$ cat src/rtl/nr_iter_sequencer.sv
// nr_iter_sequencer
// Sequencing controller for the Broyden-updated Newton-Raphson datapath.
// It launches one first_iteration pass, then gen_iteration passes until
// n = max(num_cycles,1) iterations are complete. It owns the iterate
// registers (x, invJ) that feed back into gen_iteration. A watchdog
// aborts to ERR if a datapath strobe does not arrive in time.
//
// Build option: define NR_CONVERGE_EN to stop early when a gen pass
// returns an x identical to the current iterate (sets converged).
//
// Ports:
//   clk, rst              clock, synchronous active-high reset
//   start, num_cycles     solve request, iteration count (0 treated as 1)
//   in_x                  seed vector {x2,x1,x0}, latched on accepted start
//   first_go/first_stb    launch pulse / result strobe of first_iteration
//   first_x, first_invj   first_iteration results
//   gen_go/gen_stb        launch pulse / result strobe of gen_iteration
//   gen_x, gen_invj       gen_iteration results
//   seed_x                latched seed for first_iteration
//   x_out, invj_out       current iterate and inverse Jacobian
//   iter_count            completed iterations
//   busy, done, err       solve status
//   converged             early-exit flag (0 unless NR_CONVERGE_EN)
module nr_iter_sequencer #(
    parameter int W           = 32,
    parameter int TIMEOUT_CYC = 1023
) (
    input  logic              clk,
    input  logic              rst,
    input  logic              start,
    input  logic [5:0]        num_cycles,
    input  logic [3*W-1:0]    in_x,
    output logic              first_go,
    input  logic              first_stb,
    input  logic [3*W-1:0]    first_x,
    input  logic [12*W-1:0]   first_invj,
    output logic              gen_go,
    input  logic              gen_stb,
    input  logic [3*W-1:0]    gen_x,
    input  logic [12*W-1:0]   gen_invj,
    output logic [3*W-1:0]    seed_x,
    output logic [3*W-1:0]    x_out,
    output logic [12*W-1:0]   invj_out,
    output logic [5:0]        iter_count,
    output logic              busy,
    output logic              done,
    output logic              err,
    output logic              converged
);

    typedef enum logic [2:0] {
        S_IDLE, S_F_LAUNCH, S_F_WAIT, S_G_LAUNCH, S_G_WAIT, S_DONE, S_ERR
    } state_t;

    localparam int              WD_W    = $clog2(TIMEOUT_CYC + 1);
    // Expiry is detected one count early so that exactly TIMEOUT_CYC
    // strobe-less wait cycles lead to ERR.
    localparam logic [WD_W-1:0] WD_LAST = WD_W'(TIMEOUT_CYC - 1);

    state_t          state_q, state_d;
    logic [5:0]      n_q;
    logic [WD_W-1:0] wd_q;
    logic            accept_start;
    logic            in_wait;
    logic            wd_expired;
    logic            conv_hit;
    logic [5:0]      iter_inc;

    assign accept_start = start && (state_q inside {S_IDLE, S_DONE, S_ERR});
    assign in_wait      = (state_q == S_F_WAIT) || (state_q == S_G_WAIT);
    assign wd_expired   = (wd_q == WD_LAST);
    assign iter_inc     = iter_count + 6'd1;

`ifdef NR_CONVERGE_EN
    assign conv_hit = (gen_x == x_out);
`else
    assign conv_hit = 1'b0;
`endif

    // State register
    always_ff @(posedge clk) begin
        // NOTE: sequential state uses non-blocking assignments so every
        // register samples pre-edge values regardless of statement order.
        if (rst) state_q <= S_IDLE;
        else     state_q <= state_d;
    end

    // Next-state logic; a strobe beats a simultaneous watchdog expiry.
    always_comb begin
        // NOTE: default first so no path leaves state_d unassigned (latch).
        state_d = state_q;
        unique case (state_q)
            S_IDLE, S_DONE, S_ERR:
                if (start) state_d = S_F_LAUNCH;
            S_F_LAUNCH:
                state_d = S_F_WAIT;
            S_F_WAIT:
                if (first_stb)       state_d = (n_q == 6'd1) ? S_DONE : S_G_LAUNCH;
                else if (wd_expired) state_d = S_ERR;
            S_G_LAUNCH:
                state_d = S_G_WAIT;
            S_G_WAIT:
                if (gen_stb)         state_d = (iter_inc == n_q || conv_hit) ? S_DONE : S_G_LAUNCH;
                else if (wd_expired) state_d = S_ERR;
            default:
                state_d = S_IDLE;
        endcase
    end

    // Outputs decoded from state. Go pulses are masked by rst so a reset
    // landing on a launch cycle never reaches the datapath.
    always_comb begin
        first_go = 1'b0;
        gen_go   = 1'b0;
        busy     = 1'b0;
        done     = 1'b0;
        err      = 1'b0;
        unique case (state_q)
            S_F_LAUNCH: begin first_go = !rst; busy = 1'b1; end
            S_G_LAUNCH: begin gen_go   = !rst; busy = 1'b1; end
            S_F_WAIT,
            S_G_WAIT:   busy = 1'b1;
            S_DONE:     done = 1'b1;
            S_ERR:      begin done = 1'b1; err = 1'b1; end
            default:    ;
        endcase
    end

    // Iterate registers, pass counter and watchdog
    always_ff @(posedge clk) begin
        if (rst) begin
            seed_x     <= '0;
            x_out      <= '0;
            invj_out   <= '0;
            iter_count <= '0;
            n_q        <= '0;
            wd_q       <= '0;
        end else begin
            if (accept_start) begin
                seed_x     <= in_x;
                n_q        <= (num_cycles == 6'd0) ? 6'd1 : num_cycles;
                iter_count <= '0;
            end
            if (state_q == S_F_WAIT && first_stb) begin
                x_out      <= first_x;
                invj_out   <= first_invj;
                iter_count <= 6'd1;
            end
            if (state_q == S_G_WAIT && gen_stb) begin
                x_out      <= gen_x;
                invj_out   <= gen_invj;
                iter_count <= iter_inc;
            end
            if (in_wait && state_d == state_q) wd_q <= wd_q + 1'b1;
            else                               wd_q <= '0;
        end
    end

`ifdef NR_CONVERGE_EN
    always_ff @(posedge clk) begin
        if (rst || accept_start)                     converged <= 1'b0;
        else if (state_q == S_G_WAIT && gen_stb && conv_hit) converged <= 1'b1;
    end
`else
    assign converged = 1'b0;
`endif

endmodule

$ cat config.mk
export PLATFORM = sky130hd
export DESIGN_NAME = nr_iter_sequencer
export DESIGN_NICKNAME = d
export VERILOG_FILES = /design/src/rtl/nr_iter_sequencer.sv
export SDC_FILE = /design/constraint.sdc
export NUM_CORES = 1
export LEC_CHECK = 0
export CAP_MARGIN = 20
export CORE_AREA = 2 2 637 639
export CTS_CLUSTER_DIAMETER = 50
export DETAILED_ROUTE_END_ITERATION = 12
export DIE_AREA = 0 0 639 641
export DONT_BUFFER_PORTS = 1
export PLACE_DENSITY = 0.3
export SLEW_MARGIN = 20
export SYNTH_ARGS = -nofsm -noshare
export SYNTH_HDL_FRONTEND = slang
export SYNTH_SLANG_ARGS = --single-unit
$ cat constraint.sdc
create_clock -name clk -period 3.9 [get_ports clk]
set_clock_uncertainty 0.15 [all_clocks]
set_input_delay 0.975 -clock clk [delete_from_list [all_inputs] [get_ports clk]]
set_output_delay 0.975 -clock clk [all_outputs]
set_load 0.05 [all_outputs]
==> flow_metrics.env, run 1 <==
export IMPL_finalSetupViolCount=0
export IMPL_synth_compound_area_share_pct=19.56
export IMPL_ys_top_cells_by_area="dfxtp_1, nand2_1, a311oi_1, nor2_1, clkbuf_1"
export IMPL_outcome="finished, final reports clean"
export IMPL_core_mm2=0.4020
export IMPL_dp_slack_ps=756.0
export IMPL_fin_nets=4430
export IMPL_fp_row_count=233
export IMPL_final_cell_mix="nand2_1, dfxtp_1, nor2_1, a311oi_1, clkbuf_16"
export IMPL_cp_end_kind="output port"
export IMPL_viasPerCell=3.071
export IMPL_synth_top_area_share_pct=47.63
export IMPL_endpoint="first_go"
export IMPL_hold_viol=0
export IMPL_min_period_over_period_pct=94.01
export IMPL_detail_route_wl_per_cell_um=35.50
export IMPL_first_iter_violations=2528
export IMPL_total_leakage_power_nw=11.73
export IMPL_synth_edf_count=0
export IMPL_clock_sinks=601
export IMPL_synthArstFlopShare_pct=0
export IMPL_synth_cell_type_count=54
export IMPL_drive_gt1_share_pct=12.21
export IMPL_regToRegStartpoint="state_q[1]$_SDFF_PP0_"
export IMPL_synth_top_family_by_area="simple AND/OR/NAND/NOR gates"
export IMPL_numPortBuffers=0
export IMPL_insertion_delay_ps=880
export IMPL_io_pins=1655
export IMPL_arrival_ps=2540
export IMPL_finalWirelength_mm=312.6
export IMPL_synth_nets=4350
export IMPL_synth_xor_area_share_pct=0.5547
export IMPL_syn_area_per_cell_um2=7.702
export IMPL_root_buffer="clkbuf_16"
export IMPL_die_x_um=639
export IMPL_max_freq_mhz=272.8
export IMPL_antenna_left=0
export IMPL_setup_slack_ps=233.6
export IMPL_grt_pass1_wl_mm=366.8
export IMPL_cts_buffers=124
export IMPL_drv_cap=0
export IMPL_grt_max_degree=596
export IMPL_relSlewSlack_pct=8.339
export IMPL_syn_instance_count=3280
export IMPL_crit_type="in2out"
export IMPL_yosys_area_share_simple_pct=26.66
export IMPL_cp_required_ps=2770
export IMPL_finish_utilization_pct=9.384
export IMPL_drv_slew=0
export IMPL_hpwlAfterDp_mm=275.8
export IMPL_synth_main_ff_cell="dfxtp_1"
export IMPL_grt_antenna_before_repair=158
export IMPL_period_minus_slack_ps=3666
export IMPL_reg2reg_slack_ps=770
export IMPL_r2r_cells=8
export IMPL_dieHeight_um=641
export IMPL_cp_start_kind="input port"
export IMPL_cts_hold_buf=116
export IMPL_hp_class="in2reg"
export IMPL_path_max_fanout=162
export IMPL_synthAdderAreaFrac_pct=0.1486
export IMPL_finalSetupTns_ps=0
export IMPL_place_congestion=0.8925
export IMPL_htreeDepth=3
export IMPL_power_density_mw_per_mm2=596.4
export IMPL_grt_setup_unrepaired="no"
export IMPL_initial_utilization_pct=6.284
export IMPL_total_power_mw=22.50
export IMPL_clkSlewWorstSetupHoldPaths_ps=60
export IMPL_r2r_end="invj_out[35]$_SDFFE_PP0P_"
export IMPL_area_delta_synth_final_pct=49.34
export IMPL_cts_tree="built"
export IMPL_timing_hold_ws_ps=96.90
export IMPL_drc_errors=0
export IMPL_die_area_mm2=0.4096
export IMPL_worstMarginPinSlew_ps=1373
export IMPL_grt_pass1_vias=25851
export IMPL_yosysTopAreaCell="dfxtp_1"
export IMPL_layout_commonest_cell="nand2_1"
export IMPL_ys_seq_area_share_pct=47.63
export IMPL_syn_cell_area_mm2=0.02526
export IMPL_cts_resized=0
export IMPL_vias=27044
export IMPL_post_cts_buffers=0
export IMPL_grt_total_usage_pct=14.51
export IMPL_ys_ff_latch=601
export IMPL_synthMuxAreaShare_pct=0.1238
export IMPL_grt_remaining_overflow=0
export IMPL_drt_pass1_iterations=6
export IMPL_clockBufferDepth=4
export IMPL_peakVddDrop_mv=0.3985
export IMPL_yosys_warnings=0
export IMPL_startpoint="rst"
## per-layer routing
layer	wire (um)	track usage, %	vias to the layer above
li1	-	-	11644
met1	104200	14.27	13278
met2	148700	24.30	1655
met3	50680	10.33	411
met4	8621	3.977	56
met5	404	0	-
## flip-flops by register name, summed over array words and instances, names as in the netlist
name and count:
invj_out 384, seed_x 96, x_out 96, wd_q 10
iter_count 6, n_q 6, state_q 3
## layout make-up
type | instances | area (um^2)
inverter | 4 | 15.01
multi-input combinational | 2364 | 11930
tap | 5287 | 6615
clock buffer | 139 | 3291
fill | 46801 | 364300
sequential | 601 | 12070
clock inverter | 90 | 1037
antenna | 56 | 140.1
timing repair buffer | 265 | 2631
## cells by family after synthesis
logic type | count (synthesis)
simple gates | 1729
compound gates | 612
flops | 601
buf+inv | 315
xor+xnor | 16
fa+ha+maj | 3
mux | 3
other cells | 1
## worst max-delay path, stage by stage
cell and delay (ps):
buf_16 480, buf_16 500, nor3_2 120, buf_4 230
## per-stage QoR
stage | cells | cell area (um^2)
global placement | 8396 | 31920
global route | 8782 | 37660
floorplan | 3280 | 25260
finish | 8806 | 37720
detailed placement | 8400 | 31970
CTS | 8745 | 37460
## power by group
| part | internal [mW] | total (mW) | switching, mW |
|---|---|---|---|
| logic | 0.650 | 2.17 | 1.52 |
| registers | 6.58 | 8.95 | 2.37 |
| clock network | 7.11 | 11.4 | 4.27 |
## cells in the mapped netlist, types with 5 or more instances
| cell type | number |
|---|---|
| nand2_1 | 1173 |
| dfxtp_1 | 601 |
| nor2_1 | 498 |
| a311oi_1 | 483 |
| clkbuf_1 | 182 |
| a21oi_1 | 106 |
| buf_2 | 88 |
| buf_1 | 29 |
| buf_4 | 11 |
| xnor2_1 | 11 |
| nor3_1 | 10 |
| nor4_2 | 9 |
| nand3_1 | 5 |
| xor2_1 | 5 |
## worst min-delay path by stage
stage,slack [ps],start,end,depth (start not counted)
after global placement,330,n_q[3]$_SDFFE_PP0P_,n_q[3]$_SDFFE_PP0P_,2
final,100,first_invj[7],invj_out[7]$_SDFFE_PP0P_,2
after CTS,0.1,gen_invj[62],invj_out[62]$_SDFFE_PP0P_,2
after detailed placement,340,wd_q[0]$_SDFF_PP0_,wd_q[0]$_SDFF_PP0_,1
after global routing,30,rst,invj_out[96]$_SDFFE_PP0P_,1
after floorplan,310,n_q[3]$_SDFFE_PP0P_,n_q[3]$_SDFFE_PP0P_,2
(Power assumes the default switching activity.)
==> run 2, diff against run 1 <==
SLEW_MARGIN = default   (was 20)
TNS_END_PERCENT = 100   (was default)
==> run 2 against run 1 <==
Against the previous run: setup slack about the same; core utilization fell by 0.099 points; first-iteration DRC count increased by 6.4%; die area did not move; critical path depth unchanged; non-clock buffer count down 71; critical path type unchanged; routed wire length increased by 0.69%; sequential share of layout area is 0.25 points higher; largest power group unchanged; flip-flop and latch count is the same.
==> flow_metrics.env, run 2 (same netlist as run 1, synthesis figures left out) <==
export IMPL_largest_register="invj_out"
export IMPL_drt_pass1_iterations=5
export IMPL_cp_end_kind="output port"
export IMPL_post_cts_buffers=0
export IMPL_min_period_over_period_pct=94.00
export IMPL_grt_pass1_vias=25403
export IMPL_largest_reg_flops=384
export IMPL_numPortBuffers=0
export IMPL_critPathSlowestCell="buf_16"
export IMPL_grt_setup_unrepaired="no"
export IMPL_register_area_mm2=0.01203
export IMPL_grt_antenna_before_repair=154
export IMPL_finalSetupViolCount=0
export IMPL_finish_utilization_pct=9.285
export IMPL_instances_no_fill=8727
export IMPL_vias=27077
export IMPL_initial_utilization_pct=6.284
export IMPL_fp_row_count=233
export IMPL_cts_resized=0
export IMPL_final_cell_mix="nand2_1, dfxtp_1, nor2_1, a311oi_1, clkbuf_16"
export IMPL_clockBufferDepth=4
export IMPL_drive_gt1_share_pct=12.12
export IMPL_worstMarginPinSlew_ps=1323
export IMPL_finalWirelength_mm=314.8
export IMPL_power_density_mw_per_mm2=621.8
export IMPL_root_buffer="clkbuf_16"
export IMPL_cpPeakStageDelay_ps=500
export IMPL_multi_input_area_mm2=0.01193
export IMPL_dp_cells=8416
export IMPL_core_mm2=0.4020
export IMPL_grt_remaining_overflow=0
export IMPL_period_minus_slack_ps=3666
export IMPL_hold_viol=0
export IMPL_place_congestion=0.8925
export IMPL_peakVddDrop_mv=0.2700
export IMPL_finalSetupTns_ps=0
export IMPL_total_leakage_power_nw=11.57
export IMPL_hpwlAfterDp_mm=275.9
export IMPL_fin_nets=4369
export IMPL_fillCellCount=46835
export IMPL_grt_max_degree=596
export IMPL_dpl_instance_area_mm2=0.03215
export IMPL_max_freq_mhz=272.8
export IMPL_cp_start_kind="input port"
export IMPL_clock_sinks=601
export IMPL_top_regs="invj_out: 384 flops, seed_x: 96 flops, x_out: 96 flops"
export IMPL_die_area_mm2=0.4096
export IMPL_outcome="finished, final reports clean"
export IMPL_viasPerCell=3.103
export IMPL_area_delta_synth_final_pct=47.76
export IMPL_clkSlewWorstSetupHoldPaths_ps=50
export IMPL_dieHeight_um=641
export IMPL_antenna_left=0
export IMPL_path_cells="buf_16, buf_16, nor3_2, buf_4"
export IMPL_drc_errors=0
export IMPL_drv_slew=0
export IMPL_insertion_delay_ps=840
export IMPL_cts_buffers=134
export IMPL_path_max_fanout=185
export IMPL_detail_route_wl_per_cell_um=36.07
export IMPL_die_x_um=639
export IMPL_first_iter_violations=2690
export IMPL_fin_area_mm2=0.03733
export IMPL_crit_type="in2out"
export IMPL_crit_path_frequent_cell="buf_16"
export IMPL_cts_hold_buf=0
export IMPL_grt_pass1_wl_mm=366.3
export IMPL_hp_class="in2reg"
export IMPL_cp_required_ps=2770
export IMPL_cts_tree="built"
export IMPL_layout_commonest_cell="nand2_1"
export IMPL_htreeDepth=4
export IMPL_relSlewSlack_pct=11.68
export IMPL_grt_total_usage_pct=14.54
export IMPL_io_pins=1655
export IMPL_drv_cap=0
export IMPL_arrival_ps=2540
## run 2: cell types whose count changed in the layout (fill, tap and decap cells not counted), sizes merged
cell         change
bufinv           -1
clkinv          -14
clkinvlp         -5
dlygate4sd3    -117
inv              -9
diode           -14
clkbuf          +49
buf             +32
## run 2: layout make-up
type	count	share of cell area [%]
tap	5287	17.72
sequential	601	32.24
multi-input combinational	2364	31.95
timing repair buffer	194	5.477
clock buffer	174	10.18
antenna	42	0.2816
clock inverter	61	2.105
inverter	4	0.04022
## run 2: per-layer routing
metal	routed length [um]	global-route usage, %	vias up
met2	148100	24.30	1749
li1	-	-	11496
met3	49120	10.33	439
met4	9463	3.912	60
met1	107600	14.36	13333
met5	443	0	-
## run 2: power breakdown
part	internal [mW]	total [mW]	switching [mW]	leakage, nW
registers	6.59	8.84	2.25	4.89
clock network	7.81	12.1	4.28	2.23
logic	0.640	2.28	1.64	4.45
total	15.0	23.2	8.18	11.6
## run 2: path summary, 6_finish.rpt
| kind | start | cells after the start | end | slack (ps) |
|---|---|---|---|---|
| setup / recovery | rst | 4 | first_go | 230 |
| hold / removal | num_cycles[5] | 2 | n_q[5]$_SDFFE_PP0P_ | 130 |
| setup reg to reg | state_q[1]$_SDFF_PP0_ | 6 | seed_x[4]$_SDFFE_PP0P_ | 860 |
| hold reg to reg | n_q[3]$_SDFFE_PP0P_ | 2 | n_q[3]$_SDFFE_PP0P_ | 350 |
## run 2: critical path, delay by kind of cell
family                 cells  cell delay, ps
and+or+nand+nor            1             120
buffers and inverters      3            1100
## run 2: stage by stage
step | worst slack (ps) | hold slack [ps] | power, mW
floorplan | 128.8 | 311.6 | 9.446
global placement | 583.3 | 333.2 | 11.15
detailed placement | 719.2 | 339.2 | 11.20
CTS | 281.9 | 18.18 | 23.59
global route | 88.75 | 74.69 | 24.12
finish | 233.9 | 126.0 | 23.21
==> run 3, diff against run 2 <==
HOLD_SLACK_MARGIN = 0.02   (was default)
REMOVE_ABC_BUFFERS = 1   (was default)
==> run 3 against run 2 <==
Against the previous run: fmax is 4.7% higher; die area stayed put; count of clock-buffer cells in the layout is 11 higher; combinational power is 14% lower; critical path depth is 1 lower; critical endpoint is now busy.
==> flow_metrics.env, run 3 (same netlist as run 1, synthesis figures left out) <==
export IMPL_outcome="finished, final reports clean"
export IMPL_fin_area_mm2=0.03758
export IMPL_dpl_instance_area_mm2=0.03181
export IMPL_htreeDepth=4
export IMPL_largest_reg_flops=384
export IMPL_r2r_cells=9
export IMPL_drv_slew=0
export IMPL_cts_resized=0
export IMPL_fillCellCount=46852
export IMPL_period_minus_slack_ps=3502
export IMPL_hp_class="in2reg"
export IMPL_arrival_ps=2380
export IMPL_crit_buf_inv=1
export IMPL_cp_top_family="flip-flops"
export IMPL_min_path_cells=2
export IMPL_grt_remaining_overflow=0
export IMPL_grt_total_usage_pct=13.72
export IMPL_grt_pass1_vias=25981
export IMPL_p_clk_share_pct=54.2
export IMPL_clkSlewWorstSetupHoldPaths_ps=60
export IMPL_root_buffer="clkbuf_16"
export IMPL_reg2reg_slack_ps=690
export IMPL_area_delta_synth_final_pct=48.78
export IMPL_peakVddDrop_mv=0.2678
export IMPL_grt_antenna_before_repair=114
export IMPL_vias=26581
export IMPL_critPathSlowestCell="dfxtp_1"
export IMPL_numPortBuffers=0
export IMPL_core_mm2=0.4020
export IMPL_worstMarginPinSlew_ps=1396
export IMPL_relSlewSlack_pct=6.922
export IMPL_crit_type="reg2out"
export IMPL_dieHeight_um=641
export IMPL_max_freq_mhz=285.5
export IMPL_dp_cells=8372
export IMPL_cp_start_kind="flip-flop"
export IMPL_power_internal_mw=15.66
export IMPL_comb_power_share_pct=8.2
export IMPL_r2r_end="invj_out[269]$_SDFFE_PP0P_"
export IMPL_min_period_over_period_pct=89.80
export IMPL_final_cell_mix="nand2_1, dfxtp_1, nor2_1, a311oi_1, clkbuf_16"
export IMPL_detail_route_wl_per_cell_um=33.88
export IMPL_cpPeakStageDelay_ps=700
export IMPL_register_area_mm2=0.01204
export IMPL_hold_viol=0
export IMPL_regToRegStartpoint="state_q[1]$_SDFF_PP0_"
export IMPL_layout_commonest_cell="nand2_1"
export IMPL_p_seq_share_pct=37.7
export IMPL_total_leakage_power_nw=11.65
export IMPL_instances_no_fill=8721
export IMPL_insertion_delay_ps=830
export IMPL_hold_start="first_x[49]"
export IMPL_fin_nets=4360
export IMPL_drt_pass1_iterations=7
export IMPL_grt_pass1_wl_mm=351.0
export IMPL_die_area_mm2=0.4096
export IMPL_path_max_fanout=17
export IMPL_path_cells="nor2_1, xnor2_2, buf_4"
export IMPL_top_regs="invj_out: 384 flops, seed_x: 96 flops, x_out: 96 flops"
export IMPL_finalWirelength_mm=295.5
export IMPL_largest_register="invj_out"
export IMPL_whs_endpoint="x_out[49]$_SDFFE_PP0P_"
export IMPL_die_x_um=639
export IMPL_drv_cap=0
export IMPL_cts_buffers=143
export IMPL_finish_utilization_pct=9.349
export IMPL_power_density_mw_per_mm2=635.2
export IMPL_setup_slack_ps=397.7
export IMPL_clock_sinks=601
export IMPL_viasPerCell=3.048
export IMPL_drive_gt1_share_pct=11.42
export IMPL_hpwlAfterDp_mm=255.9
export IMPL_fp_row_count=233
export IMPL_timing_hold_ws_ps=136.1
export IMPL_clockBufferDepth=4
export IMPL_place_congestion=0.9022
export IMPL_p_sw_share_pct=34.40
export IMPL_finalSetupViolCount=0
export IMPL_cp_required_ps=2770
export IMPL_multi_input_area_mm2=0.01193
export IMPL_initial_utilization_pct=6.284
export IMPL_dp_slack_ps=873.3
export IMPL_drc_errors=0
export IMPL_io_pins=1655
export IMPL_cts_tree="built"
export IMPL_antenna_left=0
export IMPL_first_iter_violations=2106
export IMPL_startpoint="state_q[1]$_SDFF_PP0_"
export IMPL_grt_max_degree=595
export IMPL_p_switching_mw=8.212
export IMPL_cp_end_kind="output port"
export IMPL_grt_setup_unrepaired="no"
==> run 3: stage by stage <==
stage | power, mW | setup TNS (ps)
floorplan | 9.575 | -4064110
global placement | 11.00 | 0
detailed placement | 11.03 | 0
CTS | 24.35 | 0
global route | 24.88 | 0
finish | 23.87 | 0
==> run 3: worst max path at each step <==
stage                                             to  slack [ps]  cells after the start
final                                           busy         400                      3
after global routing                            busy         230                      3
after CTS                                       busy         280                      3
after detailed placement  invj_out[343]$_SDFFE_PP0P_         870                      8
after global placement       seed_x[49]$_SDFFE_PP0P_         670                      5
after floorplan             invj_out[0]$_SDFFE_PP0P_       -8380                      4
==> run 3: metal layers <==
layer / vias to the layer above / track usage [%] / routed length [um] / part of all wire, %
li1: 11473 / - / - / -
met4: 64 / 4.466 / 11070 / 3.7
met3: 451 / 8.121 / 39710 / 13
met2: 1494 / 23.48 / 142800 / 48
met5: - / 0 / 412 / 0.14
met1: 13099 / 13.83 / 101500 / 34
==> run 3: area by class of cell <==
cell class | count | area share (%)
clock inverters | 68 | 2.683
repair buffers | 176 | 5.007
diodes | 36 | 0.2397
flip-flops and latches | 601 | 32.04
clock buffers | 185 | 10.64
well taps | 5287 | 17.60
inverters | 4 | 0.03995
multi-input cells | 2364 | 31.75
==> run 3: power by group through the flow <==
stage	Sequential [mW]	Combinational [mW]	Clock, mW
5_1_grt	9.08	2.18	13.6
3_3_place_gp	9.29	1.71	0
3_5_place_dp	9.26	1.78	0
4_1_cts	9.15	1.82	13.4
6_report	9.00	1.95	12.9
2_1_floorplan	8.38	1.20	0
==> run 3: repair_timing <==
| action | in CTS | in global routing |
|---|---|---|
| hold endpoints to repair | 32 | 19 |
| hold buffers | 41 | 1 |
| setup buffers | 0 | 0 |
